==> config.mk <==
export PLATFORM = sky130hd
export DESIGN_NAME = addsub_pipe
export DESIGN_NICKNAME = d
export VERILOG_FILES = /design/src/rtl/addsub_pipe.sv
export SDC_FILE = /design/constraint.sdc
export NUM_CORES = 1
export LEC_CHECK = 0
export CAP_MARGIN = 15
export CORE_MARGIN = 2
export CORE_UTILIZATION = 52
export CTS_BUF_LIST = sky130_fd_sc_hd__clkbuf_8 sky130_fd_sc_hd__clkbuf_16
export CTS_CLUSTER_SIZE = 12
export DETAILED_ROUTE_END_ITERATION = 7
export PLACE_DENSITY_LB_ADDON = 0.25
export SLEW_MARGIN = 40
export SYNTH_ARGS = -nofsm -noshare
export SYNTH_HDL_FRONTEND = slang
export SYNTH_SLANG_ARGS = --single-unit
==> constraint.sdc <==
create_clock -name clk -period 8.2 [get_ports clk]
set_clock_uncertainty 0.1 [all_clocks]
set_input_delay 0.82 -clock clk [delete_from_list [all_inputs] [get_ports clk]]
set_output_delay 0.82 -clock clk [all_outputs]
set_load 0.01 [all_outputs]
==> src/rtl/addsub_pipe.sv <==
// addsub_pipe: pipelined two's-complement adder/subtractor, SEG bits per stage.
// Level 0 captures the operands; stage k adds segment k and passes the carry on.
// The final stage writes the result and flags straight into the output registers.
module addsub_pipe #(
  parameter int unsigned WIDTH = 32,
  parameter int unsigned SEG   = 8
) (
  input  logic             clk,
  input  logic             rst,
  input  logic             in_valid,
  output logic             in_ready,
  input  logic             Ctrl,
  input  logic [WIDTH-1:0] A,
  input  logic [WIDTH-1:0] B,
  output logic             out_valid,
  input  logic             out_ready,
  output logic [WIDTH-1:0] s,
  output logic             OF,
  output logic             CF,
  output logic             ZF,
  output logic             SF,
  output logic             PF
);

  localparam int unsigned STAGES = WIDTH / SEG;
  localparam int unsigned LAST   = STAGES - 1;

  // Reject widths the segmented datapath cannot represent.
  if (((WIDTH % SEG) != 0) || (WIDTH < 8)) begin : g_param_check
    $fatal(1, "addsub_pipe: WIDTH must be a multiple of SEG and at least 8");
  end

  // Per-level state. x_q holds finished result segments below the current
  // stage and still-unadded A segments above it; b_q is the (possibly
  // inverted) B operand; cy_q is the carry entering the current stage.
  logic [STAGES-1:0] v_q;
  logic [STAGES-1:0] ctrl_q;
  logic [STAGES-1:0] cy_q;
  logic [WIDTH-1:0]  x_q [STAGES];
  logic [WIDTH-1:0]  b_q [STAGES];

  logic [SEG:0]      sum_c   [STAGES];
  logic [WIDTH-1:0]  x_nxt_c [STAGES];

  logic              adv_c;
  logic              c_out_c;
  logic              c_msb_c;
  logic [WIDTH-1:0]  r_c;

  // Whole pipe moves together unless a valid result is waiting on downstream.
  assign adv_c    = ~out_valid | out_ready;
  assign in_ready = adv_c;

  // Segment adders: each stage adds its own slice plus the registered carry.
  always_comb begin
    for (int unsigned k = 0; k < STAGES; k++) begin
      sum_c[k]   = {1'b0, x_q[k][k*SEG +: SEG]}
                 + {1'b0, b_q[k][k*SEG +: SEG]}
                 + {{SEG{1'b0}}, cy_q[k]};
      x_nxt_c[k] = x_q[k];
      x_nxt_c[k][k*SEG +: SEG] = sum_c[k][SEG-1:0];
    end
  end

  // Final-stage result and the two carries that drive CF and OF.
  always_comb begin
    r_c     = x_nxt_c[LAST];
    c_out_c = sum_c[LAST][SEG];
    c_msb_c = x_q[LAST][WIDTH-1] ^ b_q[LAST][WIDTH-1] ^ r_c[WIDTH-1];
  end

  // Pipeline registers: capture level, inter-stage shift, output stage.
  always_ff @(posedge clk or posedge rst) begin
    if (rst) begin
      v_q       <= '0;
      ctrl_q    <= '0;
      cy_q      <= '0;
      for (int unsigned k = 0; k < STAGES; k++) begin
        x_q[k] <= '0;
        b_q[k] <= '0;
      end
      out_valid <= 1'b0;
      s         <= '0;
      OF        <= 1'b0;
      CF        <= 1'b0;
      ZF        <= 1'b0;
      SF        <= 1'b0;
      PF        <= 1'b0;
    end else if (adv_c) begin
      v_q[0]    <= in_valid;
      ctrl_q[0] <= Ctrl;
      cy_q[0]   <= Ctrl;
      x_q[0]    <= A;
      b_q[0]    <= Ctrl ? ~B : B;
      for (int unsigned k = 0; k < LAST; k++) begin
        v_q[k+1]    <= v_q[k];
        ctrl_q[k+1] <= ctrl_q[k];
        cy_q[k+1]   <= sum_c[k][SEG];
        x_q[k+1]    <= x_nxt_c[k];
        b_q[k+1]    <= b_q[k];
      end
      out_valid <= v_q[LAST];
      if (v_q[LAST]) begin
        s  <= r_c;
        OF <= c_out_c ^ c_msb_c;
        CF <= c_out_c ^ ctrl_q[LAST];
        ZF <= (r_c == '0);
        SF <= r_c[WIDTH-1];
        PF <= ~^r_c[7:0];
      end
    end
  end

endmodule

# After elaboration in Yosys (flattened, before gate mapping)

Cells that the tools add are included.

Register bits after elaboration: 306
Input port bits: 69
Output and inout bits: 39
Logic and storage cells: 37

$add $sub $neg: 8
Multiplexer cells: 1
Bitwise gates (word level): 7
Reduce and logical (&&, ||, !) cells: 3

Operators with widths:

| operator             | count |
|---|---|
| adder 8 x 8 -> 9 bit | 4 |
| adder 9 x 1 -> 9 bit | 4 |
| zero test 32 bit     | 1 |
| 2-to-1 mux 32 bit    | 1 |
| NOT 32 bit           | 1 |
| XNOR reduction 8 bit | 1 |
| XOR 1 bit            | 4 |
| AND reduction 2 bit  | 1 |
| NOT 1 bit            | 1 |
| OR 1 bit             | 1 |

# Logic depth before layout (Yosys ltp)

Gate-level depths: netlist of run 1.

Depth in word-level cells: 4
Depth in mapped cells: 10
Depth with buffers taken out: 10

# Worst setup path after synthesis of run 1

OpenSTA, ideal clock, no wires.

Path type: input to output
From: input out_ready
To: output in_ready
Arrival time: 1.657 ns
Data required time: 7.280 ns
Path slack: 5.623 ns
Stages: 4
Path buffers: 2
Cells stage by stage: nor2b_1 clkinv_1 clkbuf_1 clkbuf_1

Word-level cells in the longest chain between the ends: 1

Ends and longest elaborated chain:

| element         | RTL line | source |
|---|---|---|
| start, declared | 16       | `input logic out_ready,` |
| OR 1 bit        | 51       | `assign adv_c = ~out_valid \| out_ready;` |
| end, declared   | 11       | `output logic in_ready,` |

Every way passes these cells.

# Worst setup path in the final report of run 1

Ends and elaborated chain as after synthesis.

==> impl_metrics.yaml, run 1 <==
floorplan:
  core-area_um2: 21000
  start_util_pct: 52.8
  io_pins: 108
  num_rows: 53
  die_h_um: 150
  die_area_um2: 22500
  fp.dieW_um: 150
logic_synthesis:
  syn-cell-area_um2: 11100
  synth_fp_nets: 1286
  synthAdderAreaFrac_pct: 5.07
  syn_area_per_cell_um2: 9.40
  synth_ff_type: "dfrtp_1"
  yosysWarnings: 0
  synth-xor-area-share_pct: 3.96
  synth_seq_cells: 256
  synth-edff-count: 0
  ys_types: 45
  synth_top_family_by_area: "simple AND/OR/NAND/NOR gates"
  synthCells: 1177
  synthMuxAreaShare_pct: 1.83
  async_flop_share_pct: 100
  ys_seq_area_share_pct: 57.9
  yosys.area_share.simple_pct: 20.6
  synth_compound_area_share_pct: 7.33
power:
  p_leak_nw: 6.43
  p_per_area_nw_per_um2: 393
  p_sw_share_pct: 35.6
  p_int_mw: 3.31
  switchingPower_mw: 1.83
  seq_power_share_pct: 42.0
  clkPwrFrac_pct: 20.9
  ir_drop_mv: 0.188
  pwr-share-comb_pct: 37.1
worst_setup_path:
  cp.required_ns: 7.28
  crit_arrival_ns: 3.02
  critPathLaunchType: "primary input"
  critPathMaxFanout: 110
  crit_family: "buffers and inverters"
  worstSetupPathType: "in -> out"
  critical_path.max_stage_delay_ns: 0.67
  endpoint_kind: "primary output"
  cpMostUsedCell: "clkdlybuf4s50_1"
  critPathBufInv: 4
  cp_cell_sequence: "clkdlybuf4s50_1 -> nor2b_4 -> buf_4 -> inv_6 -> clkdlybuf4s50_1"
  slowest_stage: "clkdlybuf4s50_1"
finish:
  area_delta_synth_final_pct: 18.3
  final_util_pct: 62.5
  stdcell_count: 1546
  drive_gt1_share_pct: 5.04
  diodes: 0
  fin_nets: 1369
  final_area_um2: 13100
timing:
  hold_violations: 0
  slew_headroom_pct: 47.2
  worst_pin_slew_ns: 0.791
  tns_ns: 0
  rsz0062_at_grt: "false"
  finalCriticalPeriod_ns: 3.94
  clock.fmax_ghz: 0.254
  finalWorstSetupSlack_ns: 4.26
  timing.final.crit_share_pct: 48.0
  setup_violations: 0
  drv_slew: 0
cts:
  clk_pin_slew_ns: 0.06
  clk_latency_ns: 0.52
  cts_buffer_depth: 3
  cts_tree: "built"
  cts_sinks: 256
  ctsResizeCount: 0
  cts.hold.buffers_added: 0
  numCtsBuffers: 26
  cts_root_buf: "clkbuf_16"
  cts_setup_buffers: 0
  cts_htree_levels: 1
placed_design:
  numPlacedInstances: 1507
  place_ws_ns: 4.23
  dpl_cell_area_um2: 12300
  port_buffers: 107
  globalplace.congestion: 0.791
  dp_hpwl_um: 14100
grt:
  overflow: 0
  grt_start_max_net_pins: 124
  grt_pass1_vias: 7316
  grt_usage_pct: 19.6
  antenna_found_initial: 0
  grt_pass1_wl_um: 35900
route:
  final_antenna_net_count: 0
  drtIter0Drc: 473
  dr.pass1.iters: 4
  drt-total-wl_um: 21000
  vias: 7714
  drc: 0
  viasPerCell: 4.99
  post_drt_wl_per_cell_um: 13.6
flow_run:
  cap_violations: 0
hold_path:
  hold_path.class: "reg -> reg"
run_status:
  outcome: "complete, no violations"
synthesized netlist by cell type (7+ instances only):
cell / number / share of area (%)
dfrtp_1: 256 / 58
o21a_1: 10 / 0.68
nor2_1: 23 / 0.78
fa_1: 8 / 1.4
xnor2_1: 43 / 3.4
a21oi_1: 13 / 0.59
ha_1: 32 / 3.6
xor2_1: 7 / 0.55
o31ai_1: 11 / 0.75
mux2_2: 18 / 1.8
nand2_1: 526 / 18
buf_2: 8 / 0.36
o21ai_0: 78 / 3.5
clkbuf_1: 45 / 1.5
inv_1: 33 / 1.1
nor3_1: 9 / 0.41
layout by cell type, fill, tap and decap left out, types with 4 or more instances in the layout:
cell type	n
a21o_1	4
a21oi_1	13
buf_4	4
clkbuf_16	27
clkbuf_8	4
clkdlybuf4s50_1	106
dfrtp_1	256
fa_1	8
ha_1	32
inv_1	39
mux2_2	18
nand2_1	526
nor2_1	23
nor2b_1	4
nor3_1	9
nor4_1	4
o21a_1	10
o21ai_0	78
o31ai_1	11
xnor2_1	43
xor2_1	7
power groups by stage:
stage	clock, mW	sequential (mW)	combinational (mW)
floorplan	0	2.12	1.37
global route	1.15	2.23	2.19
global placement	0	2.16	1.84
finish	1.07	2.16	1.90
detailed placement	0	2.18	1.91
CTS	1.09	2.16	1.93
layer usage:
metal  vias up  wire [um]  GRT usage, %  share of wire, %
li1       3906          -             -                 -
met1      3623      10100          29.7                48
met2       156       9470          30.1                45
met3        29        927          2.93               4.4
met4         0        463          4.86               2.2
met5         -          0             0                 0
layout make-up:
cell class / count / area [um^2]
well taps: 275 / 344
inverters: 34 / 145
clock inverters: 8 / 33.8
multi-input cells: 829 / 4310
clock buffers: 31 / 731
repair buffers: 113 / 1120
fillers: 1838 / 7860
flip-flops and latches: 256 / 6410
per-stage QoR:
| step | power (mW) | hold slack [ns] |
|---|---|---|
| finish | 5.14 | 0.364 |
| global route | 5.57 | 0.383 |
| CTS | 5.19 | 0.369 |
| detailed placement | 4.09 | 0.356 |
| global placement | 4.00 | 0.349 |
| floorplan | 3.49 | 0.339 |
worst min-delay path, stage by stage, from the launching register on:
cell and delay (ns):
dfrtp_1 0.34, nand2_1 0.05, nand2_1 0.05
sequential cells by signal, indices dropped and copies added, names as in the netlist:
name	count
CF	1
OF	1
PF	1
ZF	1
b_q	80
ctrl_q	4
cy_q	3
out_valid	1
r_c	24
s	32
v_q	4
x_nxt_c	72
x_q	32
path summary, 6_finish.rpt:
check	endpoint	slack [ns]	startpoint	cells after the start
worst max-delay path	in_ready	4.26	out_ready	5
worst min-delay path	x_nxt_c[39]$_DFFE_PP0N_	0.36	x_nxt_c[39]$_DFFE_PP0N_	2
worst max register to register	ZF$_DFFE_PP0P_	5.36	out_valid$_DFFE_PP0N_	7
worst min register to register	x_nxt_c[39]$_DFFE_PP0N_	0.36	x_nxt_c[39]$_DFFE_PP0N_	2
max in group asynchronous	b_q[76]$_DFFE_PP0N_	6.15	rst	3
min in group asynchronous	x_q[29]$_DFFE_PP0N_	0.70	rst	2
logic make-up (layout without fill, tap and decap cells):
logic type / count (synthesis) / count (layout)
simple gates: 585 / 585
flops: 256 / 256
compound gates: 136 / 136
buf+inv: 92 / 186
xor+xnor: 50 / 50
fa+ha+maj: 40 / 40
mux: 18 / 18
No activity file was read; power rests on OpenSTA's default activity.
==> run 2: changes to the inputs <==
Clock period 8.2 ns to 3.2 ns, I/O delays scaled along.
==> run 2 against run 1 <==
  * Sequential power grew to 2.6 times the previous value
  * Highest routed layer unchanged
  * Largest cell class unchanged
  * Sequential share of layout area fell by 0.78 points
  * First-iteration DRC count down 17%
  * Via count grew 1.2%
  * Cell count up 0.71%
  * Power rose to 2.6 times the previous value
  * Clock power grew to 2.6 times the previous value
==> impl_metrics.yaml, run 2 (synthesis gave the netlist of run 1 again) <==
timing:
  rsz0062_at_grt: "false"
  setup_violations: 0
  clock.fmax_ghz: 0.422
  worst_pin_slew_ns: 0.675
  timing.final.crit_share_pct: 74.1
  tns_ns: 0
  finalCriticalPeriod_ns: 2.37
  slew_headroom_pct: 55.0
  drv_slew: 0
  hold_violations: 0
route:
  drt-total-wl_um: 21900
  dr.pass1.iters: 4
  post_drt_wl_per_cell_um: 14.1
  final_antenna_net_count: 0
  drc: 0
  viasPerCell: 5.01
  vias: 7806
  drtIter0Drc: 393
power:
  total_power_mw: 13.4
  p_leak_nw: 6.53
  p_per_area_nw_per_um2: 1010
  ir_drop_mv: 0.415
finish:
  final_area_um2: 13300
  largest_reg_flops: 80
  final_cell_mix: "nand2_1, dfrtp_1, clkdlybuf4s50_1, o21ai_0, xnor2_1"
  drive_gt1_share_pct: 5.93
  fin_nets: 1378
  mostFrequentLayoutCell: "nand2_1"
  max_flop_register: "b_q"
  final_util_pct: 63.5
  area_delta_synth_final_pct: 20.2
  stdcell_count: 1557
  diodes: 0
flow_run:
  cap_violations: 0
grt:
  grt_pass1_wl_um: 37100
  overflow: 0
  grt_start_max_net_pins: 162
  antenna_found_initial: 0
  grt_pass1_vias: 7646
  grt_usage_pct: 20.4
worst_setup_path:
  worstSetupPathType: "reg -> reg"
  critPathBufInv: 1
  r2r_setup_slack_ns: 0.83
  crit_family: "adder cells"
  cp_cell_sequence: "fa_1 -> inv_1 -> fa_1 -> nor2b_1 -> o2111ai_1 -> a31oi_1 -> or2_2 -> xor2_1 -> o21ai_0"
  cp.required_ns: 3.54
  timing.rr.end: "OF$_DFFE_PP0P_"
  crit_path_start: "cy_q[3]$_DFFE_PP0N_"
  r2r-start: "cy_q[3]$_DFFE_PP0N_"
  cpMostUsedCell: "fa_1"
  cp.depth: 9
  slowest_stage: "fa_1"
  critical_path.max_stage_delay_ns: 0.46
  critPathMaxFanout: 2
  crit_arrival_ns: 2.71
  worstRegToRegCells: 9
  endpoint_kind: "flop"
  critPathLaunchType: "flop"
  crit_end: "OF$_DFFE_PP0P_"
placed_design:
  globalplace.congestion: 0.867
  dpl_cell_area_um2: 12500
  dp_hpwl_um: 15100
  numPlacedInstances: 1515
  port_buffers: 107
floorplan:
  core-area_um2: 21000
  die_area_um2: 22500
  num_rows: 53
  start_util_pct: 52.8
  die_h_um: 150
  io_pins: 108
  fp.dieW_um: 150
hold_path:
  hold_path.class: "in -> async"
cts:
  ctsResizeCount: 0
  cts_buffer_depth: 3
  cts_htree_levels: 1
  cts_setup_buffers: 0
  numCtsBuffers: 27
  cts_tree: "built"
  clk_latency_ns: 0.53
  cts.hold.buffers_added: 0
  cts_root_buf: "clkbuf_16"
  clk_pin_slew_ns: 0.06
  cts_sinks: 256
run_status:
  outcome: "complete, no violations"
## run 2: changes by cell type in the layout (fill, tap and decap cells not counted)
cell	before	now
inv_1	39	38
nand2_4	1	0
inv_8	0	1
clkinv_8	1	0
clkbuf_8	4	5
buf_12	0	10
inv_6	1	2
clkinv_2	0	2
buf_6	3	0
nand2_2	0	1
buf_16	0	1
## run 2: power by group
group | leakage [nW] | total, mW | switching [mW] | internal, mW
Clock | 0.419 | 2.82 | 1.19 | 1.63
Sequential | 3.10 | 5.54 | 0.863 | 4.68
Combinational | 3.01 | 5.02 | 2.75 | 2.27
## run 2: metal layers
metal / share of wire [%] / up-vias / track usage [%]
met5: 0 / - / 0
met4: 2.3 / 0 / 5.94
met3: 3.7 / 37 / 2.87
met2: 47 / 143 / 33.1
met1: 47 / 3700 / 28.7
li1: - / 3926 / -
## run 2: how the worst min path moves through the flow
stage	from	slack, ns	cells after the start	endpoint
after floorplan	in_valid	0.33	2	v_q[0]$_DFFE_PP0N_
after detailed placement	b_q[93]$_DFFE_PP0N_	0.36	2	b_q[93]$_DFFE_PP0N_
after global placement	b_q[95]$_DFFE_PP0N_	0.35	2	b_q[95]$_DFFE_PP0N_
after global routing	rst	0.09	2	PF$_DFFE_PP0P_
after CTS	rst	0.06	2	PF$_DFFE_PP0P_
final	rst	0.06	2	PF$_DFFE_PP0P_
## run 2: layout make-up
| class | instances | area [um^2] |
|---|---|---|
| clock buffers | 32 | 744 |
| clock inverters | 10 | 52.6 |
| fillers | 1811 | 7650 |
| inverters | 34 | 136 |
| multi-input cells | 829 | 4300 |
| flip-flops and latches | 256 | 6410 |
| well taps | 275 | 344 |
| repair buffers | 121 | 1320 |
## run 2: per-stage QoR
| step | setup WS [ns] | hold slack (ns) |
|---|---|---|
| 2_1_floorplan | -0.592 | 0.332 |
| 3_3_place_gp | 0.869 | 0.349 |
| 3_5_place_dp | 0.839 | 0.355 |
| 4_1_cts | 0.823 | 0.0623 |
| 5_1_grt | 0.660 | 0.0856 |
| 6_report | 0.828 | 0.0648 |
==> run 3: changes to the inputs <==
Settings changed: CORE_UTILIZATION 52 to 57.
Clock period 3.2 ns to 2.3 ns, I/O delays scaled along.
==> run 3 against run 2 <==
  * Largest cell class unchanged
  * First-iteration DRC count is 62% higher
  * Die area is 8.5% lower
  * Register-to-register slack worse by 0.78 ns
  * Critical path type unchanged
  * Via count is 1.9% higher
==> impl_metrics.yaml, run 3 (synthesis gave the netlist of run 1 again) <==
run_status:
  outcome: "complete, no violations"
placed_design:
  numPlacedInstances: 1510
  dp_hpwl_um: 15100
  port_buffers: 107
  globalplace.congestion: 0.818
worst_setup_path:
  timing.rr.end: "ZF$_DFFE_PP0P_"
  crit_arrival_ns: 2.60
  r2r_setup_slack_ns: 0.05
  critPathLaunchType: "flop"
  endpoint_kind: "flop"
  worstSetupPathType: "reg -> reg"
  cp.required_ns: 2.65
  critPathMaxFanout: 2
  r2r-start: "cy_q[3]$_DFFE_PP0N_"
  worstRegToRegCells: 7
timing:
  finalCriticalPeriod_ns: 2.25
  slew_headroom_pct: 60.4
  clock.fmax_ghz: 0.443
  drv_slew: 0
  timing.final.crit_share_pct: 98.0
  hold_violations: 0
  setup_violations: 0
  rsz0062_at_grt: "true"
  worst_pin_slew_ns: 0.595
  tns_ns: 0
floorplan:
  fp.dieW_um: 143
  die_h_um: 143
  io_pins: 108
  die_area_um2: 20500
  start_util_pct: 58.6
  num_rows: 50
  core-area_um2: 18900
route:
  viasPerCell: 5.13
  vias: 7953
  post_drt_wl_per_cell_um: 14.3
  drt-total-wl_um: 22200
  final_antenna_net_count: 0
  dr.pass1.iters: 5
  drc: 0
  drtIter0Drc: 636
power:
  p_int_mw: 12.1
  clkPwrFrac_pct: 20.2
  ir_drop_mv: 0.700
  switchingPower_mw: 6.78
  pwr-share-comb_pct: 38.8
  p_leak_nw: 6.54
  seq_power_share_pct: 41.0
  p_sw_share_pct: 35.9
  p_per_area_nw_per_um2: 1420
cts:
  cts_sinks: 256
  cts_buffer_depth: 3
  clk_latency_ns: 0.52
  cts_htree_levels: 1
  cts_tree: "built"
  numCtsBuffers: 26
  cts.hold.buffers_added: 0
  clk_pin_slew_ns: 0.06
  cts_root_buf: "clkbuf_16"
hold_path:
  min_to: "x_nxt_c[126]$_DFFE_PP0N_"
  hp-start: "A[30]"
  hold_path.class: "in -> reg"
  whs_path_depth: 3
finish:
  multi_input_area_um2: 4360
  largest_reg_flops: 80
  fill_cells: 1445
  area_delta_synth_final_pct: 20.4
  diodes: 0
  final_cell_mix: "nand2_1, dfrtp_1, clkdlybuf4s50_1, o21ai_0, xnor2_1"
  fin_nets: 1389
  stdcell_count: 1550
  drive_gt1_share_pct: 7.60
  max_flop_register: "b_q"
  mostFrequentLayoutCell: "nand2_1"
  regArea_um2: 6410
grt:
  overflow: 0
  grt_start_max_net_pins: 100
  grt_pass1_wl_um: 37900
  grt_pass1_vias: 7833
  grt_usage_pct: 23.0
  antenna_found_initial: 0
flow_run:
  cap_violations: 0
-- run 3: changes by cell type in the layout (fill, tap and decap cells not counted), sizes merged --
cell    change
clkinv      -1
inv         -2
clkbuf      -1
buf        +12
-- run 3: metal layers --
| metal | GRT usage, % | up-vias | part of all wire [%] |
|---|---|---|---|
| li1 | - | 3958 | - |
| met1 | 33.0 | 3793 | 46 |
| met2 | 37.7 | 161 | 48 |
| met3 | 2.70 | 41 | 3.2 |
| met4 | 6.60 | 0 | 2.8 |
| met5 | 0 | - | 0 |
-- run 3: per-stage QoR --
stage / worst slack (ns) / hold slack [ns] / area, um^2 / total power, mW / util, %
floorplan: -1.40 / 0.242 / 11100 / 12.4 / -
global placement: 0.0148 / 0.348 / 12500 / 14.6 / 66.1
detailed placement: -0.0781 / 0.355 / 12500 / 14.9 / 66.1
CTS: 0.00656 / 0.120 / 13300 / 18.9 / 70.3
global route: -0.0621 / 0.159 / 13300 / 20.4 / 70.5
finish: 0.0451 / 0.138 / 13300 / 18.9 / 70.5
-- run 3: worst max-delay path by stage --
stage	slack (ns)	startpoint	cells after the start	to
floorplan	-1.40	rst	1	CF$_DFFE_PP0P_
global placement	0.01	cy_q[3]$_DFFE_PP0N_	9	OF$_DFFE_PP0P_
detailed placement	-0.08	cy_q[3]$_DFFE_PP0N_	9	OF$_DFFE_PP0P_
CTS	0.007	cy_q[1]$_DFFE_PP0N_	10	cy_q[2]$_DFFE_PP0N_
global route	-0.06	cy_q[3]$_DFFE_PP0N_	7	ZF$_DFFE_PP0P_
finish	0.05	cy_q[3]$_DFFE_PP0N_	7	ZF$_DFFE_PP0P_
-- run 3: timing repair --
action	4_1_cts	5_1_grt
pin swaps	0	5
gates resized for setup	4	15
setup endpoints to repair	5	11
buffers inserted	0	2
-- run 3: area by class of cell --
cell class	count	area share, %
Timing Repair Buffer	133	10.0
Sequential cell	256	48.1
Clock inverter	7	0.235
Multi-Input combinational cell	829	32.7
Tap cell	260	2.44
Inverter	34	1.02
Clock buffer	31	5.48
-- run 3: worst max-delay path, stage by stage (launching register included) --
cell and delay (ns):
dfrtp_1 0.41, fa_2 0.41, a21o_1 0.18, a221o_1 0.34
o41ai_4 0.26, xor2_1 0.23, nand3_1 0.11, o21ai_2 0.13
-- run 3: power groups by stage --
stage | logic (mW) | clock network [mW] | registers (mW)
after floorplan | 4.89 | 0 | 7.54
after global placement | 6.84 | 0 | 7.72
after detailed placement | 7.10 | 0 | 7.79
after CTS | 7.25 | 3.88 | 7.74
after global routing | 8.35 | 4.06 | 7.97
final | 7.33 | 3.82 | 7.74
